**config.mk**
```make
export PLATFORM = sky130hd
export DESIGN_NAME = pwm_ramp_ctrl
export DESIGN_NICKNAME = d
export VERILOG_FILES = /design/src/rtl/pwm_pkg.sv /design/src/rtl/pwm_period_cnt.sv /design/src/rtl/pwm_ramp_ctrl.sv
export SDC_FILE = /design/constraint.sdc
export NUM_CORES = 1
export LEC_CHECK = 0
export CORE_MARGIN = 2
export CORE_UTILIZATION = 55
export DETAILED_ROUTE_END_ITERATION = 8
export HOLD_SLACK_MARGIN = 0.05
export PLACE_DENSITY = 0.77
export SYNTH_ARGS = -nofsm -noshare
export SYNTH_HDL_FRONTEND = slang
export SYNTH_HIERARCHICAL = 1
export SYNTH_SLANG_ARGS = --single-unit
```
**constraint.sdc**
```tcl
create_clock -name clk -period 6.5 [get_ports clk]
set_input_delay 0.975 -clock clk [delete_from_list [all_inputs] [get_ports clk]]
set_output_delay 0.975 -clock clk [all_outputs]
set_load 0.02 [all_outputs]
```
**src/rtl/pwm_pkg.sv**
```systemverilog
// Shared definitions for the PWM soft-start controller and its period counter.
package pwm_pkg;
   localparam int PWM_WIDTH_DEFAULT = 8;
   localparam int PWM_STEP_CNT_W    = 8;

   typedef enum logic [1:0] {
      PWM_IDLE = 2'd0,
      PWM_HOLD = 2'd1,
      PWM_RAMP = 2'd2
   } pwm_state_e;
endpackage

```
**src/rtl/pwm_period_cnt.sv**
```systemverilog
// Free-running PWM period counter; shared with the generator so both see the same phase.
module pwm_period_cnt
   import pwm_pkg::*;
#(
   parameter int WIDTH = PWM_WIDTH_DEFAULT
) (
   input  logic             clk,
   input  logic             rst,
   output logic [WIDTH-1:0] cnt_o,
   output logic             bnd_o,
   output logic             period_start_o
);
   logic [WIDTH-1:0] cnt_q, cnt_d;

   always_comb cnt_d = cnt_q + 1'b1;

   always_ff @(posedge clk) begin
      if (rst) cnt_q <= '0;
      else     cnt_q <= cnt_d;
   end

   assign cnt_o          = cnt_q;
   assign bnd_o          = &cnt_q;
   assign period_start_o = (cnt_q == '0);
endmodule

```
**src/rtl/pwm_ramp_ctrl.sv**
```systemverilog
// Soft-start duty controller: slews duty toward accepted targets, updating only at period boundaries.
module pwm_ramp_ctrl
   import pwm_pkg::*;
#(
   parameter int WIDTH        = PWM_WIDTH_DEFAULT,
   parameter int STEP         = 16,
   parameter int STEP_PERIODS = 1
) (
   input  logic             clk,
   input  logic             rst,
   input  logic             enable,
   input  logic             tgt_valid,
   input  logic [WIDTH-1:0] tgt_duty,
   output logic             tgt_ready,
   output logic [WIDTH-1:0] duty_out,
   output logic             period_start,
   output logic             busy,
   output logic             done
);
   localparam logic [WIDTH:0]                STEP_X    = (WIDTH+1)'(STEP);
   localparam logic [PWM_STEP_CNT_W-1:0]     LAST_STEP = PWM_STEP_CNT_W'(STEP_PERIODS - 1);

   pwm_state_e                state_q, state_d;
   logic [WIDTH-1:0]          duty_q, duty_d;
   logic [WIDTH-1:0]          tgt_q, tgt_d;
   logic [PWM_STEP_CNT_W-1:0] step_cnt_q, step_cnt_d;
   logic                      done_q, done_d;
   logic                      bnd, hs;
   logic [WIDTH-1:0]          step_val;
   logic [WIDTH-1:0]          cnt_unused;

   // One step toward tgt, clamped at tgt; the sum is kept one bit wider so it cannot wrap.
   function automatic logic [WIDTH-1:0] ramp_toward(input logic [WIDTH-1:0] cur,
                                                    input logic [WIDTH-1:0] tgt);
      logic [WIDTH:0] sum;
      logic [WIDTH:0] gap;
      sum = {1'b0, cur} + STEP_X;
      gap = {1'b0, cur} - {1'b0, tgt};
      if (tgt > cur) ramp_toward = (sum >= {1'b0, tgt}) ? tgt : sum[WIDTH-1:0];
      else           ramp_toward = (gap <= STEP_X) ? tgt : cur - STEP_X[WIDTH-1:0];
   endfunction

   pwm_period_cnt #(.WIDTH(WIDTH)) u_period_cnt (
      .clk            (clk),
      .rst            (rst),
      .cnt_o          (cnt_unused),
      .bnd_o          (bnd),
      .period_start_o (period_start)
   );

   assign hs       = tgt_valid && tgt_ready;
   assign step_val = ramp_toward(duty_q, tgt_q);

   always_ff @(posedge clk) begin
      if (rst) begin
         state_q    <= PWM_IDLE;
         duty_q     <= '0;
         step_cnt_q <= '0;
         done_q     <= 1'b0;
      end else begin
         state_q    <= state_d;
         duty_q     <= duty_d;
         step_cnt_q <= step_cnt_d;
         done_q     <= done_d;
      end
   end

   always_ff @(posedge clk) tgt_q <= tgt_d;

   always_comb begin
      state_d    = state_q;
      duty_d     = duty_q;
      tgt_d      = tgt_q;
      step_cnt_d = step_cnt_q;
      done_d     = 1'b0;
      case (state_q)
         PWM_IDLE: begin
            if (enable) state_d = PWM_HOLD;
         end
         PWM_HOLD: begin
            if (hs) begin
               tgt_d      = tgt_duty;
               step_cnt_d = '0;
               if (tgt_duty == duty_q) done_d  = 1'b1;
               else                    state_d = PWM_RAMP;
            end
         end
         PWM_RAMP: begin
            if (bnd) begin
               if (step_cnt_q == LAST_STEP) begin
                  step_cnt_d = '0;
                  duty_d     = step_val;
                  if (step_val == tgt_q) begin
                     state_d = PWM_HOLD;
                     done_d  = 1'b1;
                  end
               end else begin
                  step_cnt_d = step_cnt_q + 1'b1;
               end
            end
         end
         default: state_d = PWM_IDLE;
      endcase
      // Shutdown waits for the boundary so the last pulse is never truncated.
      if (bnd && !enable) begin
         state_d = PWM_IDLE;
         duty_d  = '0;
         done_d  = 1'b0;
      end
   end

   always_comb begin
      tgt_ready = (state_q == PWM_HOLD);
      busy      = (state_q == PWM_RAMP);
      duty_out  = duty_q;
      done      = done_q;
   end
endmodule

```
Yosys cells after proc, flatten, opt, wreduce, memory -nomap -nowiden
Index checks and enable logic that the tools add are counted.

Add/sub/neg operators: 5. $lt $le $gt $ge: 3. Equality and inequality tests: 10. Muxes and demuxes: 20. Reduce and logical (&&, ||, !) cells: 13.

Operators with widths (number): 8-bit two-way mux (6); 8-bit by 1-bit adder with 8-bit output, second input constant (2); 8-bit == test (2); 8-bit logical NOT (2); 8-bit one-hot mux with 2 select lines (1); 2-bit two-way mux (6); 10-bit AND reduction (1); 8-bit by 5-bit adder with 9-bit output, second input constant (1); 9-bit by 8-bit greater-or-equal comparator with 1-bit output (1); 9-bit by 5-bit <= comparator with 1-bit output, second input constant (1); 8-bit by 8-bit subtractor with 9-bit output (1); 8-bit > comparator (1); 2-bit by 1-bit != test with 1-bit output, second input constant (4); 8-bit AND reduction (1); 8-bit by 5-bit subtractor with 8-bit output, second input constant (1); 2-bit one-hot mux with 3 select lines (1); 6-bit AND reduction (1); 1-bit two-way mux (5); 2-bit != test, second input constant (2); 3-bit AND reduction (1); 2-bit by 1-bit == test with 1-bit output, second input constant (1); 2-bit == test, second input constant (1); 1-bit logical AND (2); 2-bit logical NOT (1); 5 further kinds (5).

Register bits after elaboration: 35. Input port bits: 12.

Longest topological paths before layout
Gate-level depths: netlist of run 1.

Depth in word-level cells: 9. Depth in mapped cells: 12. Gate-level depth less buffers: 11.

Hierarchy
Netlist of run 1, hierarchy kept.

Modules (own cells, without submodules): pwm_ramp_ctrl (times used 1, cells an instance 245, area each 2143.3 sq um, seq. area each 620.6 sq um); pwm_period_cnt (times used 1, cells an instance 44, area each 380.4 sq um, seq. area each 160.2 sq um).

Worst setup path after synthesis of run 1
OpenSTA, ideal clock, no wires.

Path type: register -> register. From: register duty_q[4], in the netlist duty_out[4]. To: register state_q[0]. Library setup time: 0.129 ns. Arrival: 2.830 ns. Path slack: 3.541 ns. Stages on the path, launching flop included: 12. Path buffers: 1. Period minus slack after synthesis: 2.959 ns. Cells stage by stage: dfxtp_1 clkbuf_1 inv_1 ha_1 inv_1 o2111a_1 nor4b_1 nor4b_1 o2111ai_4 a32oi_2 a41oi_1 mux2i_1.

Cells in the longest elaborated chain, start to end: 7. Elaborated cells on any way between the ends: 14.

Ends and longest elaborated chain: from (decl) (RTL line pwm_ramp_ctrl.sv:24) `logic [WIDTH-1:0] duty_q, duty_d;`; from (signal assigned) (RTL line pwm_ramp_ctrl.sv:62) `duty_q <= duty_d;`; 8-bit by 8-bit subtractor with 9-bit output / 8-bit by 5-bit adder with 9-bit output (equally long branches) (RTL line pwm_ramp_ctrl.sv:38, pwm_ramp_ctrl.sv:37); 9-bit by 5-bit <= comparator with 1-bit output / 9-bit by 8-bit greater-or-equal comparator with 1-bit output (equally long branches) (RTL line pwm_ramp_ctrl.sv:40, pwm_ramp_ctrl.sv:39); 8-bit two-way mux, on equally long branches (RTL line pwm_ramp_ctrl.sv:40, pwm_ramp_ctrl.sv:39); 8-bit two-way mux (RTL line pwm_ramp_ctrl.sv:39) `if (tgt > cur) ramp_toward = (sum >= {1'b0, tgt}) ? tgt : sum[WIDTH-1:0];`; 8-bit == test (RTL line pwm_ramp_ctrl.sv:93) `if (step_val == tgt_q) begin`; 2-bit by 1-bit != test with 1-bit output (no line); 6-bit AND reduction (no line) (*); to (signal assigned) (RTL line pwm_ramp_ctrl.sv:61) `state_q <= state_d;`; to (decl) (RTL line pwm_ramp_ctrl.sv:23) `pwm_state_e state_q, state_d;`.

Mark *: on every way between the ends. The rest lies on a longest branch, timed or not. A chain may end at the register's enable or synchronous reset.

Worst setup path in the final report of run 1
From: register u_period_cnt.cnt_q[0], in the netlist u_period_cnt/cnt_o[0]. To: output period_start.

Cells in the longest elaborated chain, start to end: 1.

Ends and longest elaborated chain: from (decl) (RTL line pwm_period_cnt.sv:13) `logic [WIDTH-1:0] cnt_q, cnt_d;`; from (signal assigned) (RTL line pwm_period_cnt.sv:19) `else cnt_q <= cnt_d;`; 8-bit logical NOT (RTL line pwm_period_cnt.sv:24) `assign period_start_o = (cnt_q == '0);`; to (decl) (RTL line pwm_ramp_ctrl.sv:16) `output logic period_start,`.

No other way between the ends.

==> results of run 1 <==
[area by class of cell]
| cell class | instances | area, um2 |
|---|---|---|
| repair buffers | 23 | 230 |
| clock inverters | 1 | 3.75 |
| fillers | 365 | 1510 |
| flip-flops and latches | 35 | 781 |
| multi-input cells | 223 | 1620 |
| inverters | 23 | 86.3 |
| well taps | 52 | 65.1 |
| clock buffers | 7 | 86.3 |
[where the power goes]
group          internal [mW]  switching [mW]
Sequential             0.237          0.0139
Combinational         0.0671          0.0873
Clock                 0.0849          0.0764
[per-stage QoR]
| stage | utilization, % | setup WS [ns] | std cells | power (mW) |
|---|---|---|---|---|
| 6_report | 65.6 | 3.42 | 364 | 0.567 |
| 5_1_grt | 65.6 | 3.26 | 364 | 0.596 |
| 4_1_cts | 65.6 | 3.39 | 364 | 0.569 |
| 3_5_place_dp | 63.5 | 3.53 | 356 | 0.408 |
| 3_3_place_gp | 63.5 | 3.57 | 356 | 0.405 |
| 2_1_floorplan | - | 3.54 | 289 | 0.365 |
[routing by layer]
layer / share of wire [%] / track usage (%)
met3: 2.4 / 3.52
met4: 1.2 / 6.50
met1: 48 / 28.1
met5: 0 / 0
met2: 49 / 36.7
[critical path: stages (launching register included)]
cell	delay, ns
dfxtp_1	0.36
inv_1	0.07
ha_1	0.13
or4b_1	0.46
nor4_2	0.15
clkdlybuf4s50_1	0.64
[worst max path at each step]
stage / start / to / slack [ns] / depth (start not counted)
floorplan: duty_out[4] / state_q[0] / 3.54 / 11
finish: u_period_cnt/cnt_o[0] / period_start / 3.42 / 5
CTS: u_period_cnt/cnt_o[0] / period_start / 3.39 / 5
global placement: duty_out[4] / state_q[0] / 3.57 / 10
global route: duty_out[4] / state_q[1] / 3.26 / 10
detailed placement: duty_out[4] / state_q[0] / 3.53 / 10
[cells by family after synthesis]
family          Yosys count  synth area share (%)
simple gates            108                  22.8
compound gates           54                  16.4
flops                    35                  30.9
buf+inv                  31                  4.81
xor+xnor                 29                  10.1
fa+ha+maj                22                  10.9
mux                      10                  4.12
[sequential cells by signal (all words and copies together), names as in the netlist]
register	cells
u_period_cnt/cnt_o	8
duty_out	8
tgt_q	8
done	1
state_q	2
step_cnt_q	8
[cells in the final DEF (no fill, tap or decap), types with 3 or more instances in the layout]
cell | netlist | layout
nor2_1 | 31 | 31
dfxtp_1 | 27 | 27
inv_1 | 23 | 23
clkdlybuf4s50_1 | 0 | 23
ha_1 | 22 | 22
xnor2_1 | 17 | 17
nand2_1 | 15 | 15
nand3_1 | 13 | 13
xor2_1 | 12 | 12
nand4_1 | 11 | 11
a21oi_1 | 11 | 11
o21ai_0 | 8 | 8
edfxtp_1 | 8 | 8
nor2b_1 | 7 | 7
mux2i_1 | 7 | 7
nor3_1 | 6 | 6
a21o_1 | 6 | 6
or3_1 | 6 | 6
clkbuf_8 | 0 | 6
a31oi_1 | 5 | 5
nand2b_1 | 3 | 3
mux2_2 | 3 | 3
==> run metrics, run 1 <==
Die Area 5150 um2; count of cell types in the netlist 54; Post-Syn Area between 2000 and 3000 um2; Post-synth EDFFs 8; final setup violating endpoints 0; top cells by area, synth dfxtp_1 (21%), ha_1 (11%), edfxtp_1 (9.5%); largest net degree at the start of global routing 16; leading register cell type out of synthesis dfxtp_1; antenna violations before repair 0; RR Endpoint state_q[1]; Max-cap violations 0; WP data required 5.52 ns; share of layout cells above drive strength 1 7.37%; dpl cell area 2780 um2; WL/cell 14.6 um; VDD IR-drop max 0.000166 V; DP Wirelength just over 4000 um; Final min period roughly 3.1 ns; Remaining DRCs 0; top post-synthesis cells by count nor2_1 (31), dfxtp_1 (27), inv_1 (23); postcts setup bufs 0; CTS tree yes; CP max FO 6; final WL roughly 5300 um; sink of the worst hold path u_period_cnt/cnt_o[0]; Hold WC Path Type reg -> reg; Seq/Total Area, Yosys a little under a third; cell accounting for the most synthesized area dfxtp_1; clk_lat worst skew ~0.29 ns; antenna viol nets, final 0; Synth top area share a little over a fifth; Crit. End Element output port; Max-slew headroom between 40 and 50%; first-pass GRT wire length roughly 9000 um; #FFs+latches synth 35; ratio of final minimum period to clock period between 40% and 50%; Reg2Reg Launch Point duty_out[4]; routed vias about 2,100; NumNets Final 345; TritonRoute pass-1 iters 4; die span in y between 70 and 80 um; Rows 24; Final Wtd Congestion roughly 0.88; Hold Vio Cnt, Final 0; critical path launch point type flop; Min-Delay Startpoint u_period_cnt/cnt_o[0]; Fin Setup TNS 0 ns; I/O Buffers 23; Pleak roughly 1.1 nW; CTS Sinks 35; H-tree depth 2; DR iter-0 viols about 110; post_cts resized 0; synthesis-to-finish area growth 13.9%; most common cell in the netlist nor2_1; core box area approximately 4400 um2; vias in the first global route about 2,000; Arrival @ worst endpoint roughly 2.1 ns; gr usage total 21.6%; Fin Clk Skew 0.00949 ns; worst-case reg-to-reg path depth 10; Ant. Diodes 0; vias per inst 5.87; # hold bufs at CTS 0; Synth Instances 289; Initial Util 57.6%; smallest hold slack about 0.50 ns; Setup CP Type reg -> out; Max Fclk roughly 0.32 GHz; power density of the placed cells 197 nW/um2; total gr overflow 0; Pins Over Slew Limit 0; R2R setup slack 3.48 ns; die width between 70 and 80 um; Num CTS Buffers 5; Worst-path clk slew 0.07 ns; CTS max path bufs 2; Ports 24; clock tree root driver cell clkbuf_8; Ys Warns 6; Worst-Margin Slew 0.796 ns; Final Instance Area between 2000 and 3000 um2; status finished, final reports clean; syn nets 323; Hold Path Depth 1; Post-synth ARST share 0%; Avg Inst Size Synth ~8.7 um2; RSZ-0062 raised after global routing false
Power figures use the tool's default switching activity.
==> inputs of run 2 (changes only) <==
CORE_UTILIZATION = 52   (was 55)
PLACE_DENSITY = 0.76   (was 0.77)
clock period = 2.6 ns   (was 6.5 ns; I/O delays follow)
==> run metrics, run 2 (synthesis gave the netlist of run 1 again) <==
CTS tree yes (unchanged); Hold WC Path Type reg -> reg (unchanged); status finished with violations (was finished, final reports clean); I/O Buffers 23 (unchanged); share of layout cells above drive strength 1 22.2% (was 7.37%); WL/cell 15.2 um (was 14.6 um); final WL 6010 um (was 5330 um); dpl cells 386 (was 356); Final min period ~2.6 ns; DP Wirelength 4430 um (was 4030 um); smallest hold slack 0.496 ns (was 0.497 ns); DP Worst Slack -0.0500 ns (was 3.53 ns); clock tree root driver cell clkbuf_8 (unchanged); power density of the placed cells 486 nW/um2 (was 197 nW/um2); Max-cap violations 0 (unchanged); Initial Util 53.8% (was 57.6%); die width 73.7 um (was 71.7 um); NumNets Final 375 (was 345); Ant. Diodes 0 (unchanged); Ports 24 (unchanged); total gr overflow 0 (unchanged); Worst-Margin Slew 0.411 ns (was 0.796 ns); Num CTS Buffers 5 (unchanged); critical path launch point type flop (unchanged); CTS Sinks 35 (unchanged); antenna violations before repair 0 (unchanged); Max Fclk roughly 0.38 GHz; core box area 4690 um2 (was 4380 um2); H-tree depth 2 (unchanged); Setup CP Type reg -> reg (was reg -> out); Final Core Density 69.2% (was 65.6%); commonest non-fill, non-tap cell in the layout nor2_1 (unchanged); Final Instance Area 3250 um2 (was 2870 um2); first-pass GRT wire length 9980 um (was 8960 um); dpl cell area 3040 um2 (was 2780 um2); Rows 25 (was 24); synthesis-to-finish area growth 28.7% (was 13.9%); routed vias 2,298 (was 2,137); gr usage total 23.4% (was 21.6%); vias per inst 5.80 (was 5.87); DR iter-0 viols 140 (was 112); WP data required 2.77 ns (was 5.52 ns); die span in y 73.7 um (was 71.7 um); Hold Vio Cnt, Final 0 (unchanged); Pins Over Slew Limit 0 (unchanged); Pleak 1.27 nW (was 1.09 nW); Non-Filler Instances 396 (was 364); clk_lat worst skew 0.29 ns (about the same); Arrival @ worst endpoint 2.78 ns (was 2.10 ns); Fin Clk Skew 0.00857 ns (was 0.00949 ns); Final Wtd Congestion 0.928 (was 0.880); antenna viol nets, final 0 (unchanged); TritonRoute pass-1 iters 5 (was 4); Fin Setup TNS -0.0196 ns (was 0 ns); vias in the first global route 2,236 (was 1,988); ratio of final minimum period to clock period 100%; commonest cells after routing, fill and taps aside nor2_1 (31), buf_4 (28), dfxtp_1 (23), clkdlybuf4s50_1 (23), inv_1 (22) (was nor2_1 (31), dfxtp_1 (27), inv_1 (23), clkdlybuf4s50_1 (23), ha_1 (22)); largest net degree at the start of global routing 14 (was 16); RSZ-0062 raised after global routing true (was false); worst setup margin -0.0100 ns (was 3.42 ns); CP max FO 6 (unchanged); VDD IR-drop max 0.000702 V (was 0.000166 V); Max-slew headroom 72.6% (was 46.6%); CTS max path bufs 2 (unchanged); violated checks negative setup slack; Worst-path clk slew 0.08 ns (was 0.07 ns); Remaining DRCs 0 (unchanged); Die Area 5430 um2 (was 5150 um2); Crit. End Element flop (was output port); total power 1.58 mW (was 0.567 mW); final setup violating endpoints 2 (was 0)
-- run 2: worst paths after layout --
path | start | endpoint | slack (ns) | cells after the start
setup / recovery | duty_out[5] | duty_out[2] | -0.01 | 13
hold / removal | u_period_cnt/cnt_o[0] | u_period_cnt/cnt_o[0] | 0.50 | 1
hold reg to reg | u_period_cnt/cnt_o[0] | u_period_cnt/cnt_o[0] | 0.50 | 1
setup reg to reg | duty_out[5] | duty_out[2] | -0.01 | 13
-- run 2: what timing repair did --
item                       CTS  global route
gates resized for setup      5            12
hold buffers                 0             0
pin swaps                    3             6
setup buffers                2             0
setup endpoints to repair    8            11
-- run 2: critical path: stages, from the launching register on --
cell,delay (ns)
dfxtp_2,0.42
ha_1,0.24
xnor2_2,0.14
inv_1,0.06
ha_1,0.29
nand3_1,0.10
a21o_1,0.17
a31oi_1,0.19
buf_4,0.18
nand2_1,0.09
a21oi_2,0.18
buf_6,0.14
mux2i_1,0.22
nor2_1,0.06
-- run 2: routing by layer --
layer	part of all wire, %	global-route usage, %	up-vias
met5	0	0	-
met4	2.4	8.69	0
met3	3.7	3.57	14
met2	50	39.8	62
met1	44	29.8	1078
li1	-	-	1144
-- run 2: cell type report --
cell class,count,area [um2]
fillers,373,1440
inverters,23,86.3
clock inverters,3,43.8
flip-flops and latches,35,788
repair buffers,53,463
multi-input cells,223,1730
clock buffers,5,68.8
well taps,54,67.6
-- run 2: report_power, final --
part           internal, mW  switching (mW)  leakage (nW)  total [mW]
sequential            0.591          0.0287         0.294       0.620
combinational         0.212           0.252         0.913       0.464
clock                 0.285           0.209        0.0581       0.494
total                  1.09           0.489          1.27        1.58
